**config.mk**
```make
export PLATFORM = sky130hd
export DESIGN_NAME = err_inject_ctrl
export DESIGN_NICKNAME = d
export VERILOG_FILES = /design/src/rtl/err_inject_ctrl.sv
export SDC_FILE = /design/constraint.sdc
export NUM_CORES = 1
export LEC_CHECK = 0
export CAP_MARGIN = 20
export CORE_MARGIN = 10
export CORE_UTILIZATION = 50
export DETAILED_ROUTE_END_ITERATION = 10
export GPL_ROUTABILITY_DRIVEN = 0
export PLACE_DENSITY = 0.75
export SLEW_MARGIN = 20
export SYNTH_ARGS = -nofsm -noshare
export SYNTH_HDL_FRONTEND = slang
export SYNTH_SLANG_ARGS = --single-unit
```
**constraint.sdc**
```tcl
create_clock -name clock -period 4.11 [get_ports clock]
set_input_delay 0.822 -clock clock [delete_from_list [all_inputs] [get_ports clock]]
set_output_delay 0.822 -clock clock [all_outputs]
set_load 0.05 [all_outputs]
```
**src/rtl/err_inject_ctrl.sv**
```systemverilog
// Error-insertion sequencer for the BERT transmit path: picks which valid words
// get a single bit flipped (single / periodic / random / burst) and counts them.
//
// state | meaning
// ------+----------------------------------------------------------
// IDLE  | no session; words pass clean, waiting for start
// ARM   | one settling cycle after start; burst gap timer loaded
// RUN   | counting valid words, injecting per the latched mode
// BURST | corrupting every valid word until burst_len are done
module err_inject_ctrl #(
    parameter int DATA_W = 8,
    parameter int CNT_W  = 16
) (
    input  logic              clock,
    input  logic              reset,
    input  logic              start,
    input  logic              abort,
    input  logic [1:0]        mode,
    input  logic [CNT_W-1:0]  period,
    input  logic [7:0]        burst_len,
    input  logic [DATA_W-1:0] threshold,
    input  logic [CNT_W-1:0]  target,
    input  logic [DATA_W-1:0] rnd,
    input  logic              in_valid,
    input  logic [DATA_W-1:0] in_data,
    output logic              out_valid,
    output logic [DATA_W-1:0] out_data,
    output logic              inj_pulse,
    output logic [CNT_W-1:0]  err_total,
    output logic              busy,
    output logic              done
);

    typedef enum logic [1:0] {
        S_IDLE  = 2'd0,
        S_ARM   = 2'd1,
        S_RUN   = 2'd2,
        S_BURST = 2'd3
    } state_t;

    localparam logic [1:0]        MODE_SINGLE   = 2'b00;
    localparam logic [1:0]        MODE_PERIODIC = 2'b01;
    localparam logic [1:0]        MODE_RANDOM   = 2'b10;
    localparam logic [1:0]        MODE_BURST    = 2'b11;
    localparam logic [DATA_W-1:0] DW            = DATA_W'(DATA_W);
    localparam logic [DATA_W-1:0] ONE_HOT0      = {{(DATA_W-1){1'b0}}, 1'b1};

    state_t            state, state_nxt;
    logic [1:0]        mode_q;
    logic [CNT_W-1:0]  period_q;
    logic [7:0]        burst_len_q;
    logic [DATA_W-1:0] threshold_q;
    logic [CNT_W-1:0]  target_q;

    logic [CNT_W-1:0]  word_cnt, word_cnt_nxt;
    logic [CNT_W-1:0]  gap_cnt, gap_cnt_nxt;
    logic [7:0]        burst_cnt, burst_cnt_nxt;

    logic              latch_cfg;
    logic              inject;
    logic              done_nxt;
    logic [CNT_W-1:0]  err_inc;
    logic [DATA_W-1:0] bit_idx;
    logic [DATA_W-1:0] mask;

    assign busy    = (state != S_IDLE);
    assign err_inc = (err_total == {CNT_W{1'b1}}) ? err_total : err_total + 1'b1;
    assign bit_idx = rnd % DW;
    assign mask    = inject ? (ONE_HOT0 << bit_idx) : '0;

    always_comb begin
        state_nxt     = state;
        latch_cfg     = 1'b0;
        inject        = 1'b0;
        done_nxt      = 1'b0;
        word_cnt_nxt  = word_cnt;
        gap_cnt_nxt   = gap_cnt;
        burst_cnt_nxt = burst_cnt;

        case (state)
            S_IDLE: begin
                if (start && !abort) begin
                    latch_cfg = 1'b1;
                    state_nxt = S_ARM;
                end
            end
            S_ARM: begin
                state_nxt = S_RUN;
                if (mode_q == MODE_BURST)
                    gap_cnt_nxt = period_q;
            end
            S_RUN: begin
                if (in_valid) begin
                    case (mode_q)
                        MODE_SINGLE: begin
                            inject    = 1'b1;
                            state_nxt = S_IDLE;
                            done_nxt  = 1'b1;
                        end
                        MODE_PERIODIC: begin
                            if (word_cnt + 1'b1 == period_q) begin
                                inject       = 1'b1;
                                word_cnt_nxt = '0;
                            end else begin
                                word_cnt_nxt = word_cnt + 1'b1;
                            end
                        end
                        MODE_RANDOM: inject = (rnd < threshold_q);
                        default: begin
                            // terminal count: this valid word completes the gap
                            if (gap_cnt <= 1) begin
                                state_nxt     = S_BURST;
                                burst_cnt_nxt = '0;
                            end else begin
                                gap_cnt_nxt = gap_cnt - 1'b1;
                            end
                        end
                    endcase
                end
            end
            S_BURST: begin
                if (in_valid) begin
                    inject = 1'b1;
                    if (burst_cnt + 8'd1 == burst_len_q) begin
                        state_nxt   = S_RUN;
                        gap_cnt_nxt = period_q;
                    end else begin
                        burst_cnt_nxt = burst_cnt + 8'd1;
                    end
                end
            end
            default: state_nxt = S_IDLE;
        endcase

        if (inject && (target_q != '0) && (err_inc == target_q)) begin
            state_nxt = S_IDLE;
            done_nxt  = 1'b1;
        end

        // abort beats both completion and a pending injection on this word
        if (abort && (state != S_IDLE)) begin
            state_nxt = S_IDLE;
            done_nxt  = 1'b1;
            inject    = 1'b0;
        end
    end

    always_ff @(posedge clock or posedge reset) begin
        if (reset) begin
            state       <= S_IDLE;
            mode_q      <= '0;
            period_q    <= '0;
            burst_len_q <= '0;
            threshold_q <= '0;
            target_q    <= '0;
            word_cnt    <= '0;
            gap_cnt     <= '0;
            burst_cnt   <= '0;
            err_total   <= '0;
            out_valid   <= 1'b0;
            out_data    <= '0;
            inj_pulse   <= 1'b0;
            done        <= 1'b0;
        end else begin
            state     <= state_nxt;
            out_valid <= in_valid;
            out_data  <= in_data ^ mask;
            inj_pulse <= inject;
            done      <= done_nxt;
            if (latch_cfg) begin
                mode_q      <= mode;
                period_q    <= (period == '0) ? {{(CNT_W-1){1'b0}}, 1'b1} : period;
                burst_len_q <= (burst_len == 8'd0) ? 8'd1 : burst_len;
                threshold_q <= threshold;
                target_q    <= target;
                word_cnt    <= '0;
                gap_cnt     <= '0;
                burst_cnt   <= '0;
                err_total   <= '0;
            end else begin
                word_cnt  <= word_cnt_nxt;
                gap_cnt   <= gap_cnt_nxt;
                burst_cnt <= burst_cnt_nxt;
                if (inject)
                    err_total <= err_inc;
            end
        end
    end

endmodule

```
# Word level (Yosys, flattened, before mapping)
# Cells that the tools add are included.
# W data, S select, Z words.
# word_totals
out_inout_bits	28
latchBits	0
memories	0
regBits	119
wordCells	117
ramBits	0
mem_bits_ro	0
in_bits	71
# classes
n_lt_le_gt_ge	2
shift	1
mul	0
n_reduce_logical	23
mux	48
n_eq_ne	24
div_mod_pow	0
bitwise	1
add_sub_neg	4
# ops
op	n
$mux W16	16
$mux W8	8
$pmux W16 S3	1
$add A16 B1 Y16 const B	2
$eq A16 B16 Y1	2
$ne A3 B3 Y1 const B	8
$ne A4 B4 Y1 const B	5
$eq A16 B16 Y1 const B	1
$le A16 B1 Y1 const B	1
$logic_not A16 Y1	1
$pmux W8 S2	1
$reduce_bool A16 Y1	1
$sub A16 B1 Y16 const B	1
$mux W2	7
$reduce_and A6 Y1	2
$mux W1	11
$reduce_bool A2 Y1	5
$add A8 B1 Y8 const B	1
$eq A2 B2 Y1 const B	4
$eq A8 B8 Y1	1
$logic_not A8 Y1	1
$lt A8 B8 Y1	1
$pmux W2 S4	1
$shl A1 B3 Y8 const A	1
other kinds (15)	20

# Logic depth before layout (Yosys ltp)
# Gate-level depths: netlist of the first run.
# logic_depth
depth_word	10
ltp_mapped	13

# Worst setup path after synthesis of the first run
# OpenSTA, ideal clock, no wires.
# synth_path
path_type	register -> register
start	reg err_total[8]
end	reg state[0]
path_stages_with_launch	10
synth_period_minus_slack_ps	3215
path_slack_ps	895
required_ps	3990
arrival_time_ps	3095
path_cell_list	dfrtp_1 > clkbuf_1 > nand3_1 > nor4_1 > nor4bb_1 > o21bai_1 > xnor2_1 > a2111oi_0 > nand4_1 > and3b_1
# synth_between
elab_chain_cells	6
# synth_rtl
item	line_no	source
from (decl)	29	output logic [CNT_W-1:0] err_total,
from (signal assigned)	185	err_total <= err_inc;
$add A16 B1 Y16 or $eq A16 B16 Y1 (tied branches)	67	assign err_inc = (err_total == {CNT_W{1'b1}}) ? err_total : err_total + 1'b1;
$mux W16 (*)	67	
$eq A16 B16 Y1 (*)	135	if (inject && (target_q != '0) && (err_inc == target_q)) begin
$logic_and A1 B1 Y1 (*)	135	
$ne A5 B5 Y1 (no source line), or another cell as far along	-	
$reduce_and A6 Y1 (no source line) or $mux W2 (tied branches)	-	
to (signal assigned)	165	state <= state_nxt;
to (decl)	48	state_t state, state_nxt;
# Mark *: on every way between the ends. The rest lies on a longest branch, timed or not.
# A chain may end at the register's enable or synchronous reset.

# Worst setup path after layout of the first run
# layout_path
start	reg word_cnt[0]
end	reg err_total[0]
# layout_between
elab_chain_cells	8
# layout_rtl
item	line_no	source
from (decl)	55	logic [CNT_W-1:0] word_cnt, word_cnt_nxt;
from (signal assigned)	181	word_cnt <= word_cnt_nxt;
$add A16 B1 Y16	101	if (word_cnt + 1'b1 == period_q) begin
$eq A16 B16 Y1	101	
$mux W1	101	
$pmux W1 S3	94	case (mode_q)
$mux W1	93	if (in_valid) begin
$pmux W1 S2	80	case (state)
$mux W1	141	if (abort && (state != S_IDLE)) begin
$reduce_bool A2 Y1 (no source line)	-	
# Every way passes these cells.

==> results.md, run 1 <==
- Detailed placement HPWL: 13700 um
- Comb power frac: 21.4%
- WL per Instance: 17.4 um
- CTS sink count: 119
- Drc violations: 0
- CTS tree: built
- Synth Cell Area: 7180 um2
- Port bufs: 98
- Die height: 140 um
- Max Fclk: 285 MHz
- Pwr Density: 450 nW/um2
- Fin area: 8910 um2
- Post-layout min period: 3.51 ns
- Post-Synthesis Cells: 832
- Max_cap viols: 0
- Vias in the first global route: 6484
- Sequential share of power: 39.3%
- Flops & latches, synth: 119
- Die width: 140 um
- Max transition margin: 45.8%
- Initial Utilization: 51.3%
- Final Hold Vio Count: 0
- Post-Route Skew: 0.00700 ns
- Fin cells: 1105
- Antenna violations before repair: 0
- Hold Crit Class: flop to flop
- GRT overflow: 0
- Seq/Total Area, Yosys: 41.5%
- Placed cells: 1074
- CTS root buffer: clkbuf_16
- Worst Path Required: 4.41 ns
- Router iterations before antenna repair: 5
- CTS HTree Levels: 4
- Crit-path max FO: 36
- Status: finished clean
- Slowest cell on crit path: or4_4
- Area growth syn-to-layout: 24.1%
- Gates resized, CTS repair: 0
- CP cell instances: ha_1 -> and3_1 -> xnor3_1 -> or3b_1 -> or4_4 -> nor4b_2 -> o21ba_1 -> buf_12 -> mux2i_1 -> mux2_2
- Final Total Pwr: 4.01 mW
- Row count: 43
- Worst skew pair latency: 0.42 ns
- # diodes: 0
- Via count: 6483
- Worst-case clock buffer depth: 2
- Net Sw Frac: 30.1%
- Post-synth EDFFs: 0
- Crit. End Element: flop
- Share of layout cells above drive strength 1: 6.16%
- Synth warn: 0
- Syn avg cell area: 8.63 um2
- Worst Path Arrival: 3.81 ns
- Worst-margin pin slew: 0.806 ns
- Psw: 1.21 mW
- Kind of critical path: flop to flop
- Post-CTS setup buffer count: 0
- Total CTS buffers: 17
- Core ar.: 14000 um2
- Fin crit share: 85.4%
- Drt via density: 5.87
- Synth area leader: dfrtp_1
- Yosys top cell area share: 41.5%
- GRT Total Usage: 19.7%
- Top cells by area, synth: dfrtp_1 (41%), nand2_1 (8.7%), o21ai_0 (4.6%)
- Synth Net Count: 919
- Setup TNS: 0 ns
- Worst-path clk slew: 0.05 ns
- NumNets Final: 1000
- Maximum VDD drop: 0.299 mV
- Global-route wire length before repair: 32200 um
- DRT antenna net count: 0
- Slew Viols, Final: 0
- Crit path launch type: flop
- Drt total wl: 19200 um
- Leak: 3.86 nW
- Async set-or-reset flop fraction in the synthesized netlist: 100%
- Largest net degree at the start of global routing: 55
- Synth cell types: 71
- Slowest stage delay, CP: 0.56 ns
- Clk network pwr share: 39.3%
- P_int: 2.80 mW
- Final setup vio count: 0
- CTS Hold Buffers Added: 0
- Die Area: 19600 um2
- Initial detailed-routing violation count: 501
- Prevailing post-synth register cell: dfrtp_1
- Top-count cell post-synth: nand2_1
- Top-Level Pins: 99
- Unrepaired setup endpoints after global routing: no
- Cell Area, Placed: 8290 um2
- Post-synth top cells: nand2_1 (166), dfrtp_1 (119), o21ai_0 (66)
[critical path, delay by kind of cell (launching register included)]
kind,cells,cell delay [ns]
compound gates,1,0.20
xor+xnor,1,0.27
fa+ha+maj,1,0.24
buf+inv,1,0.20
flops,1,0.44
mux,2,0.40
simple gates,4,1.64
[state kept, by name, summed over array words and instances, names as in the netlist]
signal and count:
gap_cnt 16, threshold_q 8, period_q 16, target_q 16, burst_len_q 8, burst_cnt 8
mode_q 2, inj_pulse 1, err_total 16, state 2, word_cnt 16, done 1
out_data 8, out_valid 1
[per-stage QoR]
step	setup WS (ns)	utilization [%]	hold WS [ns]
5_1_grt	0.373	63.7	0.528
3_5_place_dp	0.540	59.3	0.476
3_3_place_gp	0.633	59.3	0.474
4_1_cts	0.609	63.7	0.496
6_report	0.599	63.7	0.493
2_1_floorplan	0.131	-	0.447
[layout make-up]
| cell class | count | area (um2) |
|---|---|---|
| Timing Repair Buffer | 111 | 1100 |
| Fill cell | 1229 | 5070 |
| Clock inverter | 9 | 148 |
| Tap cell | 180 | 225 |
| Multi-Input combinational cell | 638 | 3880 |
| Clock buffer | 22 | 474 |
| Sequential cell | 119 | 2980 |
| Inverter | 26 | 100 |
[final timing paths]
check / endpoint / from / slack (ns) / depth (start not counted)
worst max-delay path: err_total[0] / word_cnt[0] / 0.60 / 10
worst min-delay path: threshold_q[0] / threshold_q[0] / 0.49 / 2
worst max register to register: err_total[0] / word_cnt[0] / 0.60 / 10
worst min register to register: threshold_q[0] / threshold_q[0] / 0.49 / 2
max in group asynchronous: period_q[7] / reset / 2.52 / 3
min in group asynchronous: err_total[6] / reset / 0.88 / 2
[kinds of logic after synthesis]
kind of cell | synth area share, %
AOI/OAI and AO/OA | 17.0
xor gates and xnor gates | 8.03
adders and majority gates | 2.79
buffers and inverters | 4.53
DFF | 41.5
muxes | 1.45
and+or+nand+nor | 24.8
[per-layer routing]
| metal | wire length (um) | GRT usage, % |
|---|---|---|
| met1 | 8410 | 24.0 |
| met2 | 9590 | 33.2 |
| met3 | 860 | 4.87 |
| met4 | 334 | 6.47 |
| met5 | 0 | 0 |
[placed cells by master (no fill, tap or decap), drive strengths merged, types with 6 or more instances in the layout]
cell type,netlist,layout
xor2,22,22
nand2,166,166
clkdlybuf4s50,0,98
buf,12,13
nor4,21,21
o211ai,7,7
nor3,20,20
mux2i,7,7
o21ai,66,66
nand4,18,18
o31ai,6,6
a21o,10,10
nor3b,7,7
o22a,7,7
xnor2,36,36
ha,16,16
nor2b,6,6
and3,14,14
clkbuf,37,22
and2,6,6
inv,26,26
nand3,17,17
nand2b,9,9
a211oi,7,7
a21oi,29,29
a31oi,9,9
dfrtp,119,119
nor2,51,51
a32oi,7,7
[power by group through the flow]
stage	clock (mW)	combinational [mW]	sequential (mW)
floorplan	0	0.584	1.55
global placement	0	0.836	1.58
detailed placement	0	0.854	1.59
CTS	1.60	0.861	1.57
global route	1.65	0.971	1.60
finish	1.58	0.856	1.57
No activity file was read; power rests on OpenSTA's default activity.
==> run 2, diff against run 1 <==
--- a/config.mk
+++ b/config.mk
@@ -7,10 +7,11 @@
 export LEC_CHECK = 0
 export CAP_MARGIN = 20
 export CORE_MARGIN = 10
-export CORE_UTILIZATION = 50
+export CORE_UTILIZATION = 59
 export DETAILED_ROUTE_END_ITERATION = 10
 export GPL_ROUTABILITY_DRIVEN = 0
-export PLACE_DENSITY = 0.75
+export PLACE_DENSITY = 0.83
+export SKIP_CTS_REPAIR_TIMING = 1
 export SLEW_MARGIN = 20
 export SYNTH_ARGS = -nofsm -noshare
 export SYNTH_HDL_FRONTEND = slang
==> constraint.sdc (replaced) <==
create_clock -name clock -period 4.5 [get_ports clock]
set_input_delay 0.9 -clock clock [delete_from_list [all_inputs] [get_ports clock]]
set_output_delay 0.9 -clock clock [all_outputs]
set_load 0.05 [all_outputs]
==> results.md, run 2 (same netlist as run 1, synthesis figures left out) <==
- Worst Path Required: 4.81 ns (+0.40 ns)
- Initial detailed-routing violation count: 648 (+29%)
- Cells on Worst Hold Path: 2 (unchanged)
- Worst Path Arrival: 4.01 ns (+0.20 ns)
- Post-layout min period: 3.70 ns (+0.190 ns)
- Drt total wl: 20400 um (+6.3%)
- Largest net degree at the start of global routing: 71 (+29%)
- Slew Viols, Final: 0 (unchanged)
- Detailed placement HPWL: 14000 um (+2.3%)
- Final setup vio count: 0 (unchanged)
- Crit-path max FO: 11 (-69%)
- Worst-case clock buffer depth: 2 (unchanged)
- Hold slack: 0.512 ns (+0.0187 ns)
- Comb power frac: 22.1% (+0.7 points)
- Drc violations: 0 (unchanged)
- Final Util: 73.8% (+10 points)
- Port bufs: 98 (unchanged)
- GRT Total Usage: 24.2% (+4.5 points)
- Via count: 6746 (+4.1%)
- Vias in the first global route: 6745 (+4.0%)
- Row count: 40 (-7.0%)
- Share of layout cells above drive strength 1: 5.65% (-0.51 points)
- Top-Level Pins: 99 (unchanged)
- Maximum VDD drop: 0.301 mV (+0.38%)
- Hold Crit Class: flop to flop
- Max transition margin: 42.5% (-3.2 points)
- CTS root buffer: clkbuf_16
- CTS tree: built
- DRT antenna net count: 0 (unchanged)
- Initial Utilization: 60.0% (+8.7 points)
- GRT overflow: 0 (unchanged)
- Leak: 3.83 nW (-0.71%)
- Die height: 130 um (-6.8%)
- Crit. End Element: flop
- CTS sink count: 119 (unchanged)
- Router iterations before antenna repair: 5 (unchanged)
- WL per Instance: 19.1 um (+10%)
- Status: finished clean
- Final Hold Vio Count: 0 (unchanged)
- Pwr Density: 414 nW/um2 (-8.0%)
- Die Area: 17000 um2 (-13%)
- Worst-path clk slew: 0.06 ns (about the same)
- Post-Route Skew: 0.00856 ns (+0.00156 ns)
- CTS HTree Levels: 4 (unchanged)
- Worst-margin pin slew: 0.851 ns (+0.0450 ns)
- Fin crit share: 82.2% (-3.2 points)
- Net Sw Frac: 31.0% (+0.92 points)
- Setup TNS: 0 ns (unchanged)
- Global-route wire length before repair: 32900 um (+1.9%)
- Crit path launch type: flop
- Max Fclk: 270 MHz (-5.1%)
- Reg2reg setup slack: 0.80 ns (+0.20 ns)
- Drt via density: 6.32 (+7.8%)
- Fin area: 8830 um2 (-0.95%)
- Antenna violations before repair: 0 (unchanged)
- Commonest non-fill, non-tap cell in the layout: nand2_1
- P_int: 2.52 mW (-10%)
- R2R depth: 9 (-1)
- NumNets Final: 995 (-0.50%)
- Most frequent cells in the layout: nand2_1 (166), dfrtp_1 (119), clkdlybuf4s50_1 (98)
- Max_cap viols: 0 (unchanged)
- Total CTS buffers: 17 (unchanged)
- Cell Area, Placed: 8190 um2 (-1.2%)
- Psw: 1.13 mW (-6.1%)
- Unrepaired setup endpoints after global routing: no
- Worst skew pair latency: 0.43 ns (about the same)
- Area growth syn-to-layout: 22.9%
- # diodes: 0 (unchanged)
- Fill cells: 885 (-28%)
- Kind of critical path: flop to flop
- Die width: 130 um (-6.8%)
- Sequential share of power: 39.6% (+0.3 points)
- Clk network pwr share: 38.3% (-1.0 points)
- Core ar.: 12000 um2 (-14%)
## run 2: area by class of cell
type                    count  area [um2]  area share (%)
clock buffers              23         488            5.53
inverters                  26         100            1.13
flip-flops and latches    119        2980            33.7
repair buffers            106        1070            12.2
clock inverters             8         120            1.36
multi-input cells         638        3880            44.0
well taps                 147         184            2.08
## run 2: worst paths after layout
kind | startpoint | to
worst min-delay path | threshold_q[0] | threshold_q[0]
worst max-delay path | err_total[0] | state[0]
max in group asynchronous | reset | burst_cnt[5]
worst min register to register | threshold_q[0] | threshold_q[0]
worst max register to register | err_total[0] | state[0]
min in group asynchronous | reset | inj_pulse
## run 2: per-stage QoR
stage	total power, mW	instances	setup slack (ns)
floorplan	1.95	832	0.443
global placement	2.18	1035	0.861
detailed placement	2.23	1035	0.754
CTS	3.63	1066	0.856
global route	3.83	1067	0.534
finish	3.65	1067	0.799
## run 2: worst max-delay path, stage by stage (launching register included)
cell,delay (ns)
dfrtp_1,0.52
ha_1,0.32
nand4_1,0.19
or4_1,0.78
a2111oi_0,0.46
a41o_1,0.14
o2111ai_1,0.12
a2111oi_0,0.44
nand4_1,0.33
and3b_1,0.29
## run 2: power groups by stage
stage                     Clock (mW)  Sequential, mW  Combinational [mW]
after floorplan                    0            1.42               0.534
after global placement             0            1.44               0.744
after detailed placement           0            1.45               0.783
after CTS                       1.41            1.43               0.794
after global routing            1.47            1.46               0.902
final                           1.40            1.44               0.806
## run 2: metal layers
metal,global-route usage (%),routed length [um]
met5,0,0
met4,10.5,591
met3,6.61,1570
met2,41.5,10400
met1,27.9,7870
